### src/rtl/rv32_pkg.sv
// Shared RV32I decode constants and the ALU operation encoding used by the
// issue stage and the ALU it feeds.
package rv32_pkg;

  localparam int XLEN = 32;

  localparam logic [3:0] ALU_ADD  = 4'd0;
  localparam logic [3:0] ALU_SUB  = 4'd1;
  localparam logic [3:0] ALU_SLT  = 4'd2;
  localparam logic [3:0] ALU_SLTU = 4'd3;
  localparam logic [3:0] ALU_XOR  = 4'd4;
  localparam logic [3:0] ALU_OR   = 4'd5;
  localparam logic [3:0] ALU_AND  = 4'd6;
  localparam logic [3:0] ALU_SLL  = 4'd7;
  localparam logic [3:0] ALU_SRL  = 4'd8;
  localparam logic [3:0] ALU_SRA  = 4'd9;

  localparam logic [6:0] OPC_OP     = 7'b0110011;
  localparam logic [6:0] OPC_OP_IMM = 7'b0010011;
  localparam logic [6:0] OPC_LUI    = 7'b0110111;
  localparam logic [6:0] OPC_AUIPC  = 7'b0010111;
  localparam logic [6:0] OPC_JAL    = 7'b1101111;
  localparam logic [6:0] OPC_JALR   = 7'b1100111;
  localparam logic [6:0] OPC_BRANCH = 7'b1100011;
  localparam logic [6:0] OPC_LOAD   = 7'b0000011;
  localparam logic [6:0] OPC_STORE  = 7'b0100011;

  localparam logic [2:0] F3_ADD_SUB = 3'b000;
  localparam logic [2:0] F3_SLL     = 3'b001;
  localparam logic [2:0] F3_SLT     = 3'b010;
  localparam logic [2:0] F3_SLTU    = 3'b011;
  localparam logic [2:0] F3_XOR     = 3'b100;
  localparam logic [2:0] F3_SRL_SRA = 3'b101;
  localparam logic [2:0] F3_OR      = 3'b110;
  localparam logic [2:0] F3_AND     = 3'b111;

  localparam logic [2:0] F3_BEQ  = 3'b000;
  localparam logic [2:0] F3_BNE  = 3'b001;
  localparam logic [2:0] F3_BLT  = 3'b100;
  localparam logic [2:0] F3_BGE  = 3'b101;
  localparam logic [2:0] F3_BLTU = 3'b110;
  localparam logic [2:0] F3_BGEU = 3'b111;

  localparam logic [6:0] F7_BASE = 7'b0000000;
  localparam logic [6:0] F7_ALT  = 7'b0100000;

  typedef struct packed {
    logic [3:0]      alu_op;
    logic [XLEN-1:0] operand_a;
    logic [XLEN-1:0] operand_b;
    logic            rd_wren;
    logic            illegal;
  } issue_t;

  // i_alt selects SUB/SRA over ADD/SRL; it is only meaningful for funct3 000/101
  function automatic logic [3:0] alu_op_from_f3(input logic [2:0] i_f3, input logic i_alt);
    logic [3:0] r_op;
    case (i_f3)
      F3_ADD_SUB: r_op = i_alt ? ALU_SUB : ALU_ADD;
      F3_SLL:     r_op = ALU_SLL;
      F3_SLT:     r_op = ALU_SLT;
      F3_SLTU:    r_op = ALU_SLTU;
      F3_XOR:     r_op = ALU_XOR;
      F3_SRL_SRA: r_op = i_alt ? ALU_SRA : ALU_SRL;
      F3_OR:      r_op = ALU_OR;
      default:    r_op = ALU_AND;
    endcase
    return r_op;
  endfunction

endpackage

### src/rtl/imm_gen.sv
// Combinational immediate generator: picks the I, S or U format from the
// opcode and sign-extends from instruction bit 31.
module imm_gen
  import rv32_pkg::*;
(
  input  logic [31:0] i_instr,
  output logic [31:0] o_imm
);

  logic [6:0]  w_opcode;
  logic [31:0] w_imm_i;
  logic [31:0] w_imm_s;
  logic [31:0] w_imm_u;

  assign w_opcode = i_instr[6:0];
  assign w_imm_i  = {{20{i_instr[31]}}, i_instr[31:20]};
  assign w_imm_s  = {{20{i_instr[31]}}, i_instr[31:25], i_instr[11:7]};
  assign w_imm_u  = {i_instr[31:12], 12'b0};

  always_comb begin
    o_imm = '0;
    case (w_opcode)
      OPC_OP_IMM, OPC_LOAD, OPC_JALR: o_imm = w_imm_i;
      OPC_STORE:                      o_imm = w_imm_s;
      OPC_LUI, OPC_AUIPC:             o_imm = w_imm_u;
      default:                        o_imm = '0;
    endcase
  end

endmodule

### src/rtl/alu_issue_stage.sv
// ID/EX issue stage: decodes an RV32I instruction into ALU op and operands and
// holds the result in a single valid/ready pipeline slot with flush.
module alu_issue_stage
  import rv32_pkg::*;
(
  input  logic        i_clk,
  input  logic        i_rst_n,
  input  logic        i_flush,
  input  logic        i_valid,
  output logic        o_ready,
  input  logic [31:0] i_instr,
  input  logic [31:0] i_pc,
  input  logic [31:0] i_rs1_data,
  input  logic [31:0] i_rs2_data,
  output logic        o_valid,
  input  logic        i_ready,
  output logic [31:0] o_operand_a,
  output logic [31:0] o_operand_b,
  output logic [3:0]  o_alu_op,
  output logic [4:0]  o_rd_addr,
  output logic        o_rd_wren,
  output logic        o_illegal
);

  logic [6:0]  w_opcode;
  logic [2:0]  w_funct3;
  logic [6:0]  w_funct7;
  logic [4:0]  w_rd_addr;
  logic [31:0] w_imm;
  logic [31:0] w_shamt;
  logic        w_accept;
  issue_t      w_dec;

  logic        r_valid;
  logic [4:0]  r_rd_addr;
  issue_t      r_entry;

  assign w_opcode  = i_instr[6:0];
  assign w_rd_addr = i_instr[11:7];
  assign w_funct3  = i_instr[14:12];
  assign w_funct7  = i_instr[31:25];
  assign w_shamt   = {27'b0, i_instr[24:20]};

  imm_gen u_imm_gen (
    .i_instr (i_instr),
    .o_imm   (w_imm)
  );

  // Operands are only driven on legal paths so an illegal entry carries A=B=0.
  always_comb begin
    w_dec        = '0;
    w_dec.alu_op = ALU_ADD;
    case (w_opcode)
      OPC_OP: begin
        if (w_funct7 == F7_BASE ||
            (w_funct7 == F7_ALT && (w_funct3 == F3_ADD_SUB || w_funct3 == F3_SRL_SRA))) begin
          w_dec.operand_a = i_rs1_data;
          w_dec.operand_b = i_rs2_data;
          w_dec.alu_op    = alu_op_from_f3(w_funct3, w_funct7[5]);
          w_dec.rd_wren   = 1'b1;
        end else begin
          w_dec.illegal = 1'b1;
        end
      end
      OPC_OP_IMM: begin
        if (w_funct3 == F3_SLL) begin
          if (w_funct7 == F7_BASE) begin
            w_dec.operand_a = i_rs1_data;
            w_dec.operand_b = w_shamt;
            w_dec.alu_op    = ALU_SLL;
            w_dec.rd_wren   = 1'b1;
          end else begin
            w_dec.illegal = 1'b1;
          end
        end else if (w_funct3 == F3_SRL_SRA) begin
          if (w_funct7 == F7_BASE || w_funct7 == F7_ALT) begin
            w_dec.operand_a = i_rs1_data;
            w_dec.operand_b = w_shamt;
            w_dec.alu_op    = (w_funct7 == F7_ALT) ? ALU_SRA : ALU_SRL;
            w_dec.rd_wren   = 1'b1;
          end else begin
            w_dec.illegal = 1'b1;
          end
        end else begin
          w_dec.operand_a = i_rs1_data;
          w_dec.operand_b = w_imm;
          w_dec.alu_op    = alu_op_from_f3(w_funct3, 1'b0);
          w_dec.rd_wren   = 1'b1;
        end
      end
      OPC_LUI: begin
        w_dec.operand_b = w_imm;
        w_dec.rd_wren   = 1'b1;
      end
      OPC_AUIPC: begin
        w_dec.operand_a = i_pc;
        w_dec.operand_b = w_imm;
        w_dec.rd_wren   = 1'b1;
      end
      OPC_JAL: begin
        w_dec.operand_a = i_pc;
        w_dec.operand_b = 32'd4;
        w_dec.rd_wren   = 1'b1;
      end
      OPC_JALR: begin
        if (w_funct3 == 3'b000) begin
          w_dec.operand_a = i_pc;
          w_dec.operand_b = 32'd4;
          w_dec.rd_wren   = 1'b1;
        end else begin
          w_dec.illegal = 1'b1;
        end
      end
      OPC_BRANCH: begin
        w_dec.operand_a = i_rs1_data;
        w_dec.operand_b = i_rs2_data;
        case (w_funct3)
          F3_BEQ, F3_BNE:   w_dec.alu_op = ALU_SUB;
          F3_BLT, F3_BGE:   w_dec.alu_op = ALU_SLT;
          F3_BLTU, F3_BGEU: w_dec.alu_op = ALU_SLTU;
          default: begin
            w_dec.operand_a = '0;
            w_dec.operand_b = '0;
            w_dec.illegal   = 1'b1;
          end
        endcase
      end
      OPC_LOAD: begin
        if (w_funct3 == 3'b011 || w_funct3 == 3'b110 || w_funct3 == 3'b111) begin
          w_dec.illegal = 1'b1;
        end else begin
          w_dec.operand_a = i_rs1_data;
          w_dec.operand_b = w_imm;
          w_dec.rd_wren   = 1'b1;
        end
      end
      OPC_STORE: begin
        if (w_funct3[2] || w_funct3 == 3'b011) begin
          w_dec.illegal = 1'b1;
        end else begin
          w_dec.operand_a = i_rs1_data;
          w_dec.operand_b = w_imm;
        end
      end
      default: w_dec.illegal = 1'b1;
    endcase
    if (w_rd_addr == 5'd0) begin
      w_dec.rd_wren = 1'b0;
    end
  end

  assign o_ready  = !r_valid || i_ready;
  assign w_accept = i_valid && o_ready;

  // Flush wins over both accept and hold, and scrubs the payload as well.
  always_ff @(posedge i_clk or negedge i_rst_n) begin
    if (!i_rst_n) begin
      r_valid   <= 1'b0;
      r_entry   <= '0;
      r_rd_addr <= '0;
    end else if (i_flush) begin
      r_valid   <= 1'b0;
      r_entry   <= '0;
      r_rd_addr <= '0;
    end else if (w_accept) begin
      r_valid   <= 1'b1;
      r_entry   <= w_dec;
      r_rd_addr <= w_rd_addr;
    end else if (r_valid && i_ready) begin
      r_valid <= 1'b0;
    end
  end

  assign o_valid     = r_valid;
  assign o_operand_a = r_entry.operand_a;
  assign o_operand_b = r_entry.operand_b;
  assign o_alu_op    = r_entry.alu_op;
  assign o_rd_addr   = r_rd_addr;
  assign o_rd_wren   = r_entry.rd_wren;
  assign o_illegal   = r_entry.illegal;

endmodule

### config.mk
export PLATFORM = sky130hd
export DESIGN_NAME = alu_issue_stage
export DESIGN_NICKNAME = d
export VERILOG_FILES = /design/src/rtl/rv32_pkg.sv /design/src/rtl/imm_gen.sv /design/src/rtl/alu_issue_stage.sv
export SDC_FILE = /design/constraint.sdc
export NUM_CORES = 1
export LEC_CHECK = 0
export CORE_AREA = 5 5 82 160
export DETAILED_ROUTE_END_ITERATION = 12
export DIE_AREA = 0 0 87 165
export PLACE_DENSITY = 0.76
export SLEW_MARGIN = 30
export SYNTH_ARGS = -nofsm -noshare
export SYNTH_HDL_FRONTEND = slang
export SYNTH_SLANG_ARGS = --single-unit
### constraint.sdc
create_clock -name i_clk -period 1.7 [get_ports i_clk]
set_input_delay 0.255 -clock i_clk [delete_from_list [all_inputs] [get_ports i_clk]]
set_output_delay 0.255 -clock i_clk [all_outputs]
set_load 0.03 [all_outputs]
# Word level (Yosys, flattened, before mapping)
# Index checks and enable logic that the tools add are counted.
[word_totals]
ff_bits = 76
inputBits = 133
word_cells = 85
[op_classes]
n_eq_ne = 17
mux = 37
n_reduce_logical = 24
[op_table]
columns = ["op", "n"]
rows = [
  ["$pmux W32 S8", 1],
  ["$pmux W32 S7", 1],
  ["$mux W70", 3],
  ["$mux W69", 3],
  ["$mux W65", 2],
  ["$mux W64", 2],
  ["$pmux W32 S3", 1],
  ["$mux W68", 1],
  ["$eq A7 B6 Y1 const B", 4],
  ["$pmux W4 S7", 1],
  ["$eq A7 B7 Y1 const B", 3],
  ["$mux W1", 15],
  ["$pmux W3 S5", 1],
  ["$eq A7 B5 Y1 const B", 2],
  ["$eq A3 B3 Y1 const B", 4],
  ["$pmux W4 S3", 1],
  ["$mux W5", 2],
  ["$reduce_or A2 Y1", 5],
  ["$eq A7 B2 Y1 const B", 1],
  ["$logic_not A7 Y1", 1],
  ["$logic_or A1 B1 Y1", 7],
  ["$pmux W1 S7", 1],
  ["$eq A3 B2 Y1 const B", 2],
  ["$pmux W2 S3", 1],
  ["10 further kinds", 13],
]

# Depth between registers and ports, before layout
[depth]
depth_word = 9
mapped_depth = 8
mapped_depth_nobuf = 7

# Modules after synthesis
# Synthesis repeated with hierarchy kept, for this count alone.
[unflattened]
cells_unflattened = 501
hier_area_um2 = 4614.4
[by_module_without_submodules]
columns = ["mod", "n_inst", "cells_each", "area_per_inst_um2", "seq_area_each_um2"]
rows = [
  ["alu_issue_stage", 1, 445, 4197.8, 1901.8],
  ["imm_gen", 1, 56, 416.6, 0.0],
]

# Worst setup path after synthesis
# No wires, ideal clock.
[synth_path]
path_kind = "flip-flop to flip-flop"
start = "reg r_valid (netlist: o_valid)"
end = "reg r_entry, in the netlist o_operand_b[17]"
setup_ns = 0.069
arrival_time_ns = 1.908
required_ns = 1.631
setup_slack_ns = -0.278
stages_incl_launch_ff = 8
period_less_slack_ns = 1.978
cell_sequence = "dfrtp_1 -> nor2b_1 -> or4_1 -> a211oi_4 -> buf_6 -> buf_4 -> a32oi_1 -> nand3_1"
[synth_between]
elab_chain_len = 4
[synth_rtl]
columns = ["item", "line", "source"]
rows = [
  ["start: declaration", "alu_issue_stage.sv:34", "logic r_valid;"],
  ["start signal: assignment", "alu_issue_stage.sv:158", "r_valid <= 1'b0;"],
  ["start signal: assignment", "alu_issue_stage.sv:162", "r_valid <= 1'b0;"],
  ["start signal: assignment", "alu_issue_stage.sv:166", "r_valid <= 1'b1;"],
  ["$logic_not A1 Y1", "alu_issue_stage.sv:152", "assign o_ready = !r_valid || i_ready;"],
  ["$logic_or A1 B1 Y1", "alu_issue_stage.sv:152", ""],
  ["$logic_and A1 B1 Y1", "alu_issue_stage.sv:153", "assign w_accept = i_valid && o_ready;"],
  ["$reduce_bool A2 Y1 (no line)", "n/a", ""],
  ["end signal: assignment", "alu_issue_stage.sv:167", "r_entry <= w_dec;"],
  ["end: declaration", "alu_issue_stage.sv:36", "issue_t r_entry;"],
]
# No other way between the ends.
# A chain may end at the register's enable or synchronous reset.

# Worst setup path after layout
[layout_path]
start = "reg r_valid (netlist: o_valid)"
end = "reg r_entry, in the netlist o_operand_b[30]"
# The elaborated chain is that of the path after synthesis.

==> run metrics <==
Placement Setup Slack -0.684 ns; IO Count 210; crit end category flop; via-per-instance ratio just under 6; Initial Utilization 0.363; Total Neg Setup Slack -12.83 ns; #FFs+latches synth 76; Final Skew 0.00741 ns; CP Class reg2reg; DIE AREA 14,400 µm²; met2 Use GR 0.465; Residual DRC 0; leak pwr approximately 0.0035 µW; Mapped Nets 544; routed len/inst around 22 µm; design area 7860 µm²; Cells after Synth 407; First DRT Iteration DRCs 266; Max VDD drop 0.556 mV; routing usage on met3 0.0409; Hold WC Path Type in2reg; Mapped Avg Cell Area 10.4 µm²; via count 4,940; total core area 11,700 µm²; die width 87 µm; crit path max fanout 20; proportion of synthesized area in mux cells 0; clock buffer depth 2; clk root buf clkbuf_16; maxcap violations 0; P&R area growth vs syn 84.9%; most common cell after layout, fill and taps aside clkdlybuf4s50_1; Power Dens Cells 597 nW/µm²; Clock transition at path regs 0.06 ns; final slew viol count 0; largest family of logic cells by synthesized area compound AO/OA/AOI/OAI gates; xor and xnor area share after synthesis 0.00412; Synth Area in Compound Gates 0.250; initial antenna violation count 0; setup violators final 65; antenna diode instance count 0; CTS tree done; RSZ-0062 raised after global routing true; H-tree Lvls 3; Layout Nets 843; layout cells sized above 1 0.246; Worst-Skew Late Latency 0.33 ns; row count 56; Synth Cell Area 4250 µm²; Ys Warns 0; total CTS buffers 9; Worst-Margin Slew 0.389 ns; Final Hold Vio Count 0; number of fillers in the final layout around 870; Pwr Total 4690 µW; status finished with violations; fin crit share 1.15; HPWL after DPL 13,900 µm; Synth cell types 63; Post-synth EDFFs 0; Synth Flop Type dfrtp_1; Synth Area in Adders 0.0118; Max Clk Rate 509 MHz; Synth async-reset ratio 1.00; CTS sink count 76; Arr. time, crit path approximately 2.2 ns; register area share after synthesis 0.448; CP Data Required Time 1.96 ns; Overall Global Routing Usage 0.257; # port buffers roughly 210; minimum clock period 1.96 ns; largest net degree at the start of global routing 37; most frequent cells in the layout 190 x clkdlybuf4s50_1, 86 x buf_4, 75 x dfrtp_1; Antenna Violating Nets Remaining 0; first-pass detailed-route iteration total 5; Final GP Congestion 0.947; first-pass GRT wire length ~28,000 µm; placed standard-cell area about 7100 µm²; slack of the critical path -0.263 ns; die height 165 µm; violated checks negative setup slack; worst rel slew slack 0.734; CP startpoint kind flop; GR peak layer met2; Global Route met1 Usage 0.270; number of global-route vias before repair 5,205; GRT Residual Overflow 0; WL final 19,200 µm; post-synthesis simple-gate area fraction 0.228
[cell usage after synthesis, drive strengths merged, types with 2 or more instances]
| library cell | instances | area, µm² |
|---|---|---|
| dfrtp | 76 | 1900 |
| nand3 | 49 | 245 |
| and2 | 45 | 284 |
| a221o | 42 | 420 |
| buf | 27 | 188 |
| a32oi | 20 | 175 |
| a21oi | 14 | 73.8 |
| nand2 | 13 | 48.8 |
| nor2 | 13 | 48.8 |
| nor3 | 12 | 70.1 |
| clkbuf | 8 | 30.0 |
| inv | 8 | 30.0 |
| a22o | 7 | 61.3 |
| a31oi | 6 | 52.6 |
| o21ai | 6 | 30.0 |
| ha | 4 | 50.1 |
| nand2b | 4 | 25.0 |
| nand4b | 4 | 56.3 |
| a211oi | 3 | 35.0 |
| a22oi | 3 | 22.5 |
| a32o | 3 | 30.0 |
| and3b | 3 | 26.3 |
| nand3b | 2 | 15.0 |
| nand4 | 2 | 12.5 |
| nor2b | 2 | 12.5 |
| o211ai | 2 | 15.0 |
| o311ai | 2 | 35.0 |
| o41ai | 2 | 17.5 |
| or3 | 2 | 12.5 |
| xor2 | 2 | 17.5 |
[report_power, final]
part	switching (µW)	leakage, µW	total [µW]	internal, µW
sequential	7.01	0.00106	1830	1820
clock	738	0.000158	2030	1290
combinational	359	0.00228	832	474
total	1100	0.00349	4690	3590
[area by class of cell]
class                      count  area [µm²]  area share
clock buffer                  13         280      0.0357
sequential                    76        1900       0.242
inverter                       8        32.5     0.00414
multi-input combinational    289        2220       0.283
tap                          145         181      0.0231
timing repair buffer         322        3190       0.406
clock inverter                 3        42.5     0.00541
[routing by layer]
layer	routed length [µm]	vias to the layer above	share of wire
met3	1250	69	0.065
met1	6510	2425	0.34
li1	-	2189	-
met5	0	-	0
met2	10300	257	0.53
met4	1160	0	0.061
[logic make-up after synthesis]
logic type               Yosys count
AND/OR/NAND/NOR                  161
AO/OA/AOI/OAI                    121
XOR/XNOR                           2
adder cells (fa/ha/maj)            4
buffers and inverters             43
flip-flops                        76
[path summary, 6_finish.rpt]
kind,startpoint,endpoint,slack [ns],cells after the start
worst max-delay path,o_valid$_DFFE_PN0P_,o_operand_b[30]$_DFFE_PN0P_,-0.26,8
worst min-delay path,i_instr[28],o_operand_b[8]$_DFFE_PN0P_,0.32,3
worst max register to register,o_valid$_DFFE_PN0P_,o_operand_b[30]$_DFFE_PN0P_,-0.26,8
worst min register to register,o_alu_op[2]$_DFFE_PN0P_,o_alu_op[2]$_DFFE_PN0P_,0.49,2
max in group asynchronous,i_rst_n,o_operand_a[18]$_DFFE_PN0P_,0.77,3
min in group asynchronous,i_rst_n,o_operand_a[19]$_DFFE_PN0P_,0.37,2
[worst max-delay path, stage by stage, from the launching register on]
cell,delay (ns)
dfrtp_2,0.40
nor2b_4,0.13
or4_4,0.50
a211oi_4,0.18
buf_6,0.16
buf_12,0.14
nand4b_4,0.12
buf_12,0.17
nand3_1,0.08
[repair_timing]
action / in CTS / in global routing
setup buffers: 12 / 5
hold buffers: 1 / 0
gates cloned: 5 / 4
resized for setup: 66 / 16
hold endpoints to repair: 18 / 0
endpoints found under the setup margin: 69 / 67
pin swaps: 21 / 8
[per-stage QoR]
step | hold WS [ns] | cells | utilization
after detailed placement | 0.164 | 815 | 0.606
final | 0.318 | 856 | 0.671
after floorplan | -0.0406 | 407 | -
after global placement | 0.159 | 815 | 0.606
after CTS | 0.314 | 849 | 0.660
after global routing | 0.318 | 856 | 0.671
[state kept, by name, indices dropped and copies added, names as in the netlist]
signal and flops:
o_alu_op 4, o_illegal 1, o_operand_a 32, o_operand_b 32, o_rd_addr 5, o_rd_wren 1
o_valid 1
Note: power is estimated with default switching activity, not from simulation.
==> RTL edit: new RTL, config.mk and constraints unchanged <==
Make the reset (`i_rst_n`) synchronous in one clocked block.
--- a/src/rtl/alu_issue_stage.sv
+++ b/src/rtl/alu_issue_stage.sv
@@ -153,7 +153,7 @@
   assign w_accept = i_valid && o_ready;
 
   // Flush wins over both accept and hold, and scrubs the payload as well.
-  always_ff @(posedge i_clk or negedge i_rst_n) begin
+  always_ff @(posedge i_clk) begin
     if (!i_rst_n) begin
       r_valid   <= 1'b0;
       r_entry   <= '0;
Function: differs if i_rst_n is asserted again (counterexample within 4 cycles, from zero or initial values and one cycle with i_rst_n low); with i_rst_n held inactive, the same outputs for 4 cycles.
==> RTL edit against the unedited design <==
- sequential power shrank 2%
- register-to-register slack better by 0.39 ns
- final area increased by 5.0%
- power down 0.97%
- sequential cell count unchanged
- die area stayed put
- area after synthesis grew 5.3%
- core utilization up 3.4 points
- setup slack improved by 0.30 ns
- routed wire length is 0.50% lower
- clock power down 2%
- largest cell class unchanged
==> RTL edit: results (changes against the unedited design) <==
share of layout cells above drive strength 1 0.361 (+0.115); depth of the worst register-to-register path 8 (unchanged); Unique masters post-synth 76 (+21%); total placed instance area 7380 um2 (+3.9%); portion of the post-synthesis area used by sequential elements 0.340 (-0.107); Net count, final 930 (+10%); FF-to-FF Start o_valid; final wirelength 19100 um (-0.50%); capturing element of the worst setup path o_operand_b[29]; area fraction in compound gates after synthesis 0.365 (+0.116); maximum net fanout on the critical path 2 (-90%); clock buffer depth 2 (unchanged); number of buffers added by the clock tree synthesis step 9 (unchanged); Slew headroom 0.695 (-0.0392); HPWL Detailed 14400 um (+3.8%); Final Power 4.65 mW (-0.97%); arithmetic-cell share of the synthesized area counting full adders, half adders and majority gates 0.0112 (-0.000590); Via Count 5123 (+3.7%); startpoint of the lowest-slack hold path i_instr[29]; maximum number of pins on one net before global-route repair 35 (-5.4%); NetSw 1.18 mW (+7.2%); DR iter-0 viols 298 (+12%); portion of synthesized cell area occupied by the leading cell type 0.340 (-0.107); Worst Skew 0.0101 ns (+0.00266 ns); startpoint of the most critical setup path o_operand_b[29]; leakage power summed over all cells 3.28 nW (-6.0%); wire length of the first global-routing pass 28800 um (+2.9%); fraction of the core area covered by cells at the end of the flow 0.705 (+0.0338); routability-driven placement congestion ratio 1.02 (+7.6%); largest cells by area after synthesis sky130_fd_sc_hd__dfxtp_1 (34%), sky130_fd_sc_hd__a22oi_2 (9.0%), sky130_fd_sc_hd__o21ai_2 (5.9%); maximum cell stage delay along the critical path 0.71 ns (+0.21 ns); Post-Synthesis Net Count 616 (+13%); reg-to-reg endpoint o_alu_op[2]; share of power burned in registers 0.386 (-0.004); number of global-route vias before repair 5652 (+8.6%); overall track demand over capacity in global routing 0.262 (+0.00525); critical path's slowest cell sky130_fd_sc_hd__clkdlybuf4s50_1; layout filler cell count 886 (+1.6%); number of antenna violations at the first check in global routing 1 (+1); clock share of power 0.428 (-0.005); fraction of registers with async set/reset 0 (-1.00); Crit path arrival time 1.41 ns (-0.81 ns); most common library cells after synthesis sky130_fd_sc_hd__dfxtp_1 (76), sky130_fd_sc_hd__inv_1 (41), sky130_fd_sc_hd__a21oi_1 (37); sink of the worst hold path o_operand_b[9]; run status completed; type of the tightest min-delay check in -> reg; fraction of synthesized cell area in xor and xnor cells 0 (-0.00412); Top Family by Delay on Critical Path buffers and inverters
[RTL edit: cell types whose count changed after synthesis, moves of 12 or more]
cell / unedited run / this run
sky130_fd_sc_hd__dfxtp_1: 0 / 76
sky130_fd_sc_hd__a32oi_1: 20 / 4
sky130_fd_sc_hd__a22oi_2: 0 / 32
sky130_fd_sc_hd__dfrtp_1: 76 / 0
sky130_fd_sc_hd__and2_1: 44 / 4
sky130_fd_sc_hd__a21oi_1: 13 / 37
sky130_fd_sc_hd__o21ai_2: 0 / 30
sky130_fd_sc_hd__a221o_1: 42 / 26
sky130_fd_sc_hd__inv_1: 7 / 41
sky130_fd_sc_hd__nand3_1: 49 / 6
sky130_fd_sc_hd__nand2_1: 13 / 25
sky130_fd_sc_hd__nor3_1: 10 / 22
[RTL edit: through the flow]
step	worst slack [ns]	std cells	hold slack, ns
2_1_floorplan	-0.0173	479	0.369
3_3_place_gp	-0.732	899	0.446
3_5_place_dp	-0.768	899	0.452
4_1_cts	0.00848	941	0.459
5_1_grt	-0.0288	944	0.452
6_report	0.0359	944	0.428
[RTL edit: timing repair]
item / CTS / global route
pin swaps: 16 / 12
gates cloned: 8 / 2
resized for setup: 82 / 29
setup buffers: 18 / 2
setup endpoints to repair: 70 / 68
[RTL edit: metal layers]
| layer | routed length [um] | GRT usage | vias to the layer above |
|---|---|---|---|
| met1 | 5990 | 0.234 | 2423 |
| met5 | 0 | 0 | - |
| met2 | 10900 | 0.506 | 222 |
| met4 | 1050 | 0.169 | 0 |
| met3 | 1140 | 0.0559 | 54 |
| li1 | - | - | 2424 |
[RTL edit: final cells by class]
cell class,count,area share
repair buffers,338,0.401
multi-input cells,326,0.335
flip-flops and latches,76,0.185
clock buffers,10,0.0290
well taps,145,0.0220
inverters,42,0.0194
clock inverters,6,0.00849
diodes,1,0.000303
